[src/rtl/uart_tx_scheduler.sv]
// Purpose : two-source (ALU word / RF byte) round-robin front end feeding a UART transmitter byte by byte.
// Latency : VLD seen in IDLE -> ACK same cycle, TX_DATA_VALID the next cycle; ALU words go LSB byte first.
// Backpr. : grants wait while TX_BUSY=1; each byte waits for Busy to rise and fall, re-strobing if it never rises.
// Ports   : i_clk/i_rst (async, active-high) | i_alu_vld/i_alu_out/o_alu_ack, i_rf_vld/i_rf_data/o_rf_ack (requesters)
//           i_tx_busy, o_tx_p_data, o_tx_data_valid (transmitter side) | o_sched_busy, o_grant_alu (status)
module uart_tx_scheduler #(
   parameter int DATA_WIDTH    = 8,
   parameter int ALU_WIDTH     = 16,
   parameter int START_TIMEOUT = 4
) (
   input  logic                  i_clk,
   input  logic                  i_rst,
   input  logic                  i_alu_vld,
   input  logic [ALU_WIDTH-1:0]  i_alu_out,
   output logic                  o_alu_ack,
   input  logic                  i_rf_vld,
   input  logic [DATA_WIDTH-1:0] i_rf_data,
   output logic                  o_rf_ack,
   input  logic                  i_tx_busy,
   output logic [DATA_WIDTH-1:0] o_tx_p_data,
   output logic                  o_tx_data_valid,
   output logic                  o_sched_busy,
   output logic                  o_grant_alu
);

   localparam int NB = ALU_WIDTH / DATA_WIDTH;
   localparam int CW = $clog2(NB + 1);
   localparam int TW = (START_TIMEOUT > 1) ? $clog2(START_TIMEOUT) : 1;
   localparam logic [CW-1:0] NB_CNT  = CW'(NB);
   localparam logic [TW-1:0] TO_LAST = TW'(START_TIMEOUT - 1);

   typedef enum logic [1:0] {S_IDLE, S_LOAD, S_WAIT_START, S_WAIT_END} state_t;

   state_t               r_state, w_state_nxt;
   logic [ALU_WIDTH-1:0] r_hold, w_hold_nxt;
   logic [CW-1:0]        r_cnt, w_cnt_nxt;
   logic [TW-1:0]        r_to_cnt, w_to_nxt;
   logic                 r_last_alu, w_last_alu_nxt;   // 1 = ALU was served last, so RF wins a tie
   logic                 r_sched_busy, w_sched_busy_nxt;
   logic                 r_grant_alu, w_grant_alu_nxt;
   logic [DATA_WIDTH-1:0] r_tx_p_data;
   logic                 r_tx_dv;
   logic                 w_alu_ack, w_rf_ack;
   logic [ALU_WIDTH-1:0] w_rf_ext;

   assign w_rf_ext = ALU_WIDTH'(i_rf_data);

   always_comb begin
      w_state_nxt      = r_state;
      w_hold_nxt       = r_hold;
      w_cnt_nxt        = r_cnt;
      w_to_nxt         = r_to_cnt;
      w_last_alu_nxt   = r_last_alu;
      w_sched_busy_nxt = r_sched_busy;
      w_grant_alu_nxt  = r_grant_alu;
      w_alu_ack        = 1'b0;
      w_rf_ack         = 1'b0;
      case (r_state)
         S_IDLE: begin
            // A frame still on the line (e.g. after a reset mid-transfer) blocks new grants.
            if (!i_tx_busy && (i_alu_vld || i_rf_vld)) begin
               w_state_nxt      = S_LOAD;
               w_sched_busy_nxt = 1'b1;
               if (i_alu_vld && (!i_rf_vld || !r_last_alu)) begin
                  w_alu_ack       = 1'b1;
                  w_hold_nxt      = i_alu_out;
                  w_cnt_nxt       = NB_CNT;
                  w_grant_alu_nxt = 1'b1;
               end else begin
                  w_rf_ack        = 1'b1;
                  w_hold_nxt      = w_rf_ext;
                  w_cnt_nxt       = CW'(1);
                  w_grant_alu_nxt = 1'b0;
               end
            end
         end
         S_LOAD: begin
            w_to_nxt    = '0;
            w_state_nxt = S_WAIT_START;
         end
         S_WAIT_START: begin
            // START_TIMEOUT quiet cycles here, then the same byte is strobed again.
            if (i_tx_busy) begin
               w_state_nxt = S_WAIT_END;
            end else if (r_to_cnt == TO_LAST) begin
               w_state_nxt = S_LOAD;
            end else begin
               w_to_nxt = r_to_cnt + TW'(1);
            end
         end
         S_WAIT_END: begin
            if (!i_tx_busy) begin
               w_hold_nxt = r_hold >> DATA_WIDTH;
               w_cnt_nxt  = r_cnt - CW'(1);
               if (w_cnt_nxt != '0) begin
                  w_state_nxt = S_LOAD;
               end else begin
                  w_state_nxt      = S_IDLE;
                  w_last_alu_nxt   = r_grant_alu;
                  w_sched_busy_nxt = 1'b0;
                  w_grant_alu_nxt  = 1'b0;
               end
            end
         end
         default: w_state_nxt = S_IDLE;
      endcase
   end

   always_ff @(posedge i_clk or posedge i_rst) begin
      if (i_rst) begin
         r_state      <= S_IDLE;
         r_hold       <= '0;
         r_cnt        <= '0;
         r_to_cnt     <= '0;
         r_last_alu   <= 1'b0;
         r_sched_busy <= 1'b0;
         r_grant_alu  <= 1'b0;
         r_tx_p_data  <= '0;
         r_tx_dv      <= 1'b0;
      end else begin
         r_state      <= w_state_nxt;
         r_hold       <= w_hold_nxt;
         r_cnt        <= w_cnt_nxt;
         r_to_cnt     <= w_to_nxt;
         r_last_alu   <= w_last_alu_nxt;
         r_sched_busy <= w_sched_busy_nxt;
         r_grant_alu  <= w_grant_alu_nxt;
         // The strobe and its byte are registered on entry to LOAD so they appear during LOAD.
         r_tx_dv      <= (w_state_nxt == S_LOAD);
         if (w_state_nxt == S_LOAD) begin
            r_tx_p_data <= w_hold_nxt[DATA_WIDTH-1:0];
         end
      end
   end

   // ACK is combinational in the granting cycle; masked so that all outputs read 0 under reset.
   assign o_alu_ack       = w_alu_ack & ~i_rst;
   assign o_rf_ack        = w_rf_ack & ~i_rst;
   assign o_tx_p_data     = r_tx_p_data;
   assign o_tx_data_valid = r_tx_dv;
   assign o_sched_busy    = r_sched_busy;
   assign o_grant_alu     = r_grant_alu;

endmodule

[config.mk]
export PLATFORM = sky130hd
export DESIGN_NAME = uart_tx_scheduler
export DESIGN_NICKNAME = d
export VERILOG_FILES = /design/src/rtl/uart_tx_scheduler.sv
export SDC_FILE = /design/constraint.sdc
export NUM_CORES = 1
export LEC_CHECK = 0
export BUFFER_PORTS_ARGS = -buffer_cell sky130_fd_sc_hd__clkbuf_2
export CAP_MARGIN = 20
export CELL_PAD_IN_SITES_DETAIL_PLACEMENT = 0
export CELL_PAD_IN_SITES_GLOBAL_PLACEMENT = 1
export CORE_ASPECT_RATIO = 1.2
export CORE_MARGIN = 1.5
export CORE_UTILIZATION = 41
export DETAILED_ROUTE_END_ITERATION = 10
export GPL_ROUTABILITY_DRIVEN = 0
export HOLD_SLACK_MARGIN = 0.08
export PLACE_DENSITY = 0.85
export SLEW_MARGIN = 20
export SYNTH_ARGS = -nofsm -noshare
export SYNTH_HDL_FRONTEND = slang
export SYNTH_SLANG_ARGS = --single-unit
[constraint.sdc]
create_clock -name i_clk -period 2.5 [get_ports i_clk]
set_input_delay 0.125 -clock i_clk [delete_from_list [all_inputs] [get_ports i_clk]]
set_output_delay 0.125 -clock i_clk [all_outputs]
set_load 0.005 [all_outputs]
Word-level counts from Yosys, hierarchy flattened
Index checks and enable logic that the tools add are counted.
Storage, ports and cells
  output and inout bits: 13
  bits of input ports: 29
  word-level logic and storage cells: 71
  register bits: 34
Operators by class
  reduce and logical (&&, ||, !) cells: 15
  equality and inequality tests: 10
  mux-type cells: 29
  bitwise logic cells: 5
  add/subtract/negate cells: 2
Operator list (number)
  2-to-1 mux 16 bit: 3
  one-hot mux 16 bit (2 select lines): 1
  2-to-1 mux 2 bit: 9
  2-to-1 mux 1 bit: 11
  inequality test 2 bit (second input constant): 5
  AND reduction 3 bit: 3
  one-hot mux 2 bit (2 select lines): 2
  one-hot mux 2 bit (4 select lines): 1
  == test 2 bit (second input constant): 3
  nonzero test 2 bit: 3
  == test 2 x 1 -> 1 bit (second input constant): 2
  one-hot mux 1 bit (2 select lines): 2
  AND reduction 4 bit: 1
  zero test 1 bit: 3
  inverter 1 bit: 3
  adder 2 x 1 -> 2 bit (second input constant): 1
  AND 1 bit: 2
  logical AND 1 bit: 2
  zero test 2 bit: 1
  logical OR 1 bit: 2
  subtractor 2 x 1 -> 2 bit (second input constant): 1

Depth between registers and ports, before layout
  word-level depth: 7
  mapped depth: 9
  gate-level depth less buffers: 6

Worst setup path after synthesis
OpenSTA, ideal clock, no wires.
  path type: reg-to-reg
  start point: reg r_state[0]
  end point: reg r_tx_p_data[2], in the netlist o_tx_p_data[2]
  path slack: 0.672 ns
  buffers on the path: 1
  data arrival time: 1.703 ns
  library setup time: 0.125 ns
  cell stages (with the launch flop): 8
  cells stage by stage: dfrtp_1 > inv_1 > ha_1 > buf_2 > or3_4 > o311ai_0 > o211ai_1 > mux2_2
Between the ends
  elaborated cells between the ends (all ways): 11
  classes of those cells: eq/ne (4); mux (6); reduce/logical (1)
RTL lines
  start: declaration: RTL line 34  | state_t r_state, w_state_nxt;
  start signal: assignment: RTL line 121  | r_state <= w_state_nxt;
  == test 2 bit or zero test 2 bit (tied branches): RTL line 58  | case (r_state)
  one-hot mux 16 bit (2 select lines) *: RTL line 58
  net w_hold_nxt[2]: RTL line 35  | logic [ALU_WIDTH-1:0] r_hold, w_hold_nxt;
  end signal: assignment: RTL line 131  | r_tx_p_data <= w_hold_nxt[DATA_WIDTH-1:0];
  end: declaration: RTL line 41  | logic [DATA_WIDTH-1:0] r_tx_p_data;
Mark *: on every way through the listed nets, which the timed path passes. The rest lies on a longest branch.
A chain may end at the register's enable or synchronous reset.

Final worst setup path
  start point: reg r_state[0]
  end point: reg r_tx_p_data[6], in the netlist o_tx_p_data[6]
The elaborated chain is that of the path after synthesis.

==> results.txt <==
Outcome - completed
P_leak - 0.00108 uW
Worst path cell trace - inv_1, ha_1, buf_4, or3_4, o311ai_0, o211ai_1, mux2_2
Setup tns final - 0 ps
Ports - 42
Met2 usage - 0.333
Fin. max-slew vios - 0
Met3 Usage GRT - 0.0428
WS Path Type - reg2reg
Nets - 248
Startpoint types - flip-flop
TritonCTS Buffers - 5
DR iter-0 viols - 63
Critical path's slowest cell - dfrtp_1
Grt ovf - 0
Top Usage Layer GRT - met2
PD cells - 1130 nW/um2
TritonCTS clock tree - done
# rows - 26
Clock sinks - 34
Top_reg_cell synth - dfrtp_1
Number of max-cap violations - 0
Layout Skew - 5.87 ps
Final Util - 0.530
Vias per cell - 5.63
Required time worst endpoint - 2680 ps
Vias - 1519
Post-synthesis sequential area ratio - 0.473
Hold Fails Final Rpt - 0
Detailed Routing Iterations Pass 1 - 4
Final min period - 2170 ps
Hold slack - 114 ps
Async set-reset flop share out of synthesis - 1.00
Worst vdd ir - 0.546 mV
Pin count of the biggest net entering global routing - 35
H-Tree Level Count - 2
Die height - 75.6 um
Die width - 63.5 um
First-pass GRT wire length - 6970 um
Initial antenna violation count - 0
Setup violators final - 0
Arr. time, crit path - 2350 ps
Worst Setup End Kind - flip-flop
Critical path fanouts, max - 10
Worst Slack Setup Final - 334 ps
Share of layout cells above drive strength 1 - 0.327
Final WL - 4200 um
Distinct cells, synth - 43
Yosys warns - 0
Post-DRT Antenna Nets - 0
Initial core utilization - 0.426
Detailed-route DRC error count - 0
Post-synthesis cell area - 1800 um2
Period utilization - 0.867
Met1 Use GR - 0.224
Post-CTS setup buffer count - 0
Hold_buf cts - 9
Fillers - 404
Slowest stage delay, CP - 410 ps
DR WL/cell - 15.5 um
Diode count - 0
RSZ-0062 raised after global routing - false
Worst slew pin tran - 516 ps
DIE AREA - 4800 um2
Synth-to-layout area growth - 24.6%
Mapped Nets - 197
Root buf cell - clkbuf_8
Post-synth EDFFs - 0
HPWL Detailed - 3040 um
CTS resizes - 0
Yosys reg bits - 34
Worst Hold Class - in2reg
Internal reg-to-reg setup slack - 330 ps
Skew-Pair Late Insertion Delay - 290 ps
Syn avg cell area - 11.1 um2
Syn Inst Count - 162
Vias in the first global route - 1535
Total track usage - 0.192
Worst-path clk slew - 70 ps
Port bufs - 41
Rel. slew slack - 0.655
Fmax achieved - 462 MHz
Core region area - 4230 um2
Clock Path Buffers - 2
DP Worst Slack - 389 ps
==> layout by cell type, fill, tap and decap left out, types with 5 or more instances in the layout <==
cell,instances
a22o_1,8
inv_1,12
mux2_2,9
clkbuf_2,41
nand3_1,5
ha_1,6
dlygate4sd3_1,9
nor2_1,5
dfrtp_1,34
o211ai_1,9
o21ai_0,5
clkbuf_8,6
buf_4,6
==> cell families (layout without fill, tap and decap cells) <==
family          Yosys count  after routing  share of synthesized area
simple gates             38             38                      0.145
mux                       9              9                     0.0563
xor+xnor                  1              1                    0.00487
flops                    34             34                      0.473
compound gates           50             50                      0.222
buf+inv                  24             76                     0.0577
fa+ha+maj                 6              6                     0.0417
==> routing by layer <==
metal / wire [um] / part of all wire / up-vias
li1: - / - / 714
met3: 177 / 0.042 / 10
met1: 1800 / 0.43 / 742
met4: 97 / 0.023 / 0
met2: 2120 / 0.50 / 53
met5: 0 / 0 / -
==> path summary, 6_finish.rpt <==
| check | startpoint | endpoint | cells after the start |
|---|---|---|---|
| worst max-delay path | r_state[0]$_DFF_PP0_ | o_tx_p_data[6]$_DFFE_PP0N_ | 7 |
| worst max register to register | r_state[0]$_DFF_PP0_ | o_tx_p_data[6]$_DFFE_PP0N_ | 7 |
| max in group asynchronous | i_rst | r_to_cnt[0]$_DFFE_PP0P_ | 4 |
| min in group asynchronous | i_rst | r_hold[6]$_DFF_PP0_ | 4 |
| worst min register to register | r_hold[12]$_DFFE_PP0P_ | r_hold[12]$_DFFE_PP0P_ | 1 |
| worst min-delay path | i_alu_out[2] | r_hold[2]$_DFF_PP0_ | 3 |
==> state kept, by name (all words and copies together) (netlist names) <==
signal	flops
r_hold	16
o_tx_p_data	8
r_cnt	2
r_state	2
r_to_cnt	2
o_grant_alu	1
o_sched_busy	1
o_tx_data_valid	1
r_last_alu	1
==> synthesized netlist by cell type, types with 5 or more instances <==
cell type / n / area, um2
dfrtp_1: 34 / 851
nand3_1: 5 / 25.0
nor2_1: 5 / 18.8
inv_1: 12 / 45.0
mux2_2: 9 / 101
ha_1: 6 / 75.1
buf_2: 8 / 40.0
o211ai_1: 9 / 67.6
o21ai_0: 5 / 25.0
a22o_1: 8 / 70.1
==> power by group <==
part           leakage (uW)  internal [uW]  switching, uW  total [uW]
Combinational      0.000584            544            629        1170
Clock             0.0000482            222            193         415
Sequential         0.000449            806            140         946
==> stage by stage <==
step	total power [uW]	area, um2	cells
4_1_cts	2550	2240	270
2_1_floorplan	1770	1800	162
5_1_grt	2730	2240	270
3_5_place_dp	2110	2060	253
6_report	2530	2240	270
3_3_place_gp	2090	2060	253
==> critical path, delay by kind of cell (launching register included) <==
| kind | cells | cell delay (ps) |
|---|---|---|
| buffers and inverters | 2 | 310 |
| muxes | 1 | 290 |
| AOI/OAI and AO/OA | 2 | 320 |
| DFF | 1 | 410 |
| and+or+nand+nor | 1 | 360 |
| adders and majority gates | 1 | 350 |
==> layout make-up <==
type | instances | area [um2] | share of cell area
Timing Repair Buffer | 56 | 340 | 0.152
Inverter | 12 | 45.0 | 0.0201
Clock buffer | 7 | 86.3 | 0.0385
Clock inverter | 1 | 5.00 | 0.00223
Sequential cell | 34 | 851 | 0.379
Tap cell | 56 | 70.1 | 0.0312
Multi-Input combinational cell | 104 | 846 | 0.377
Power figures use the tool's default switching activity.
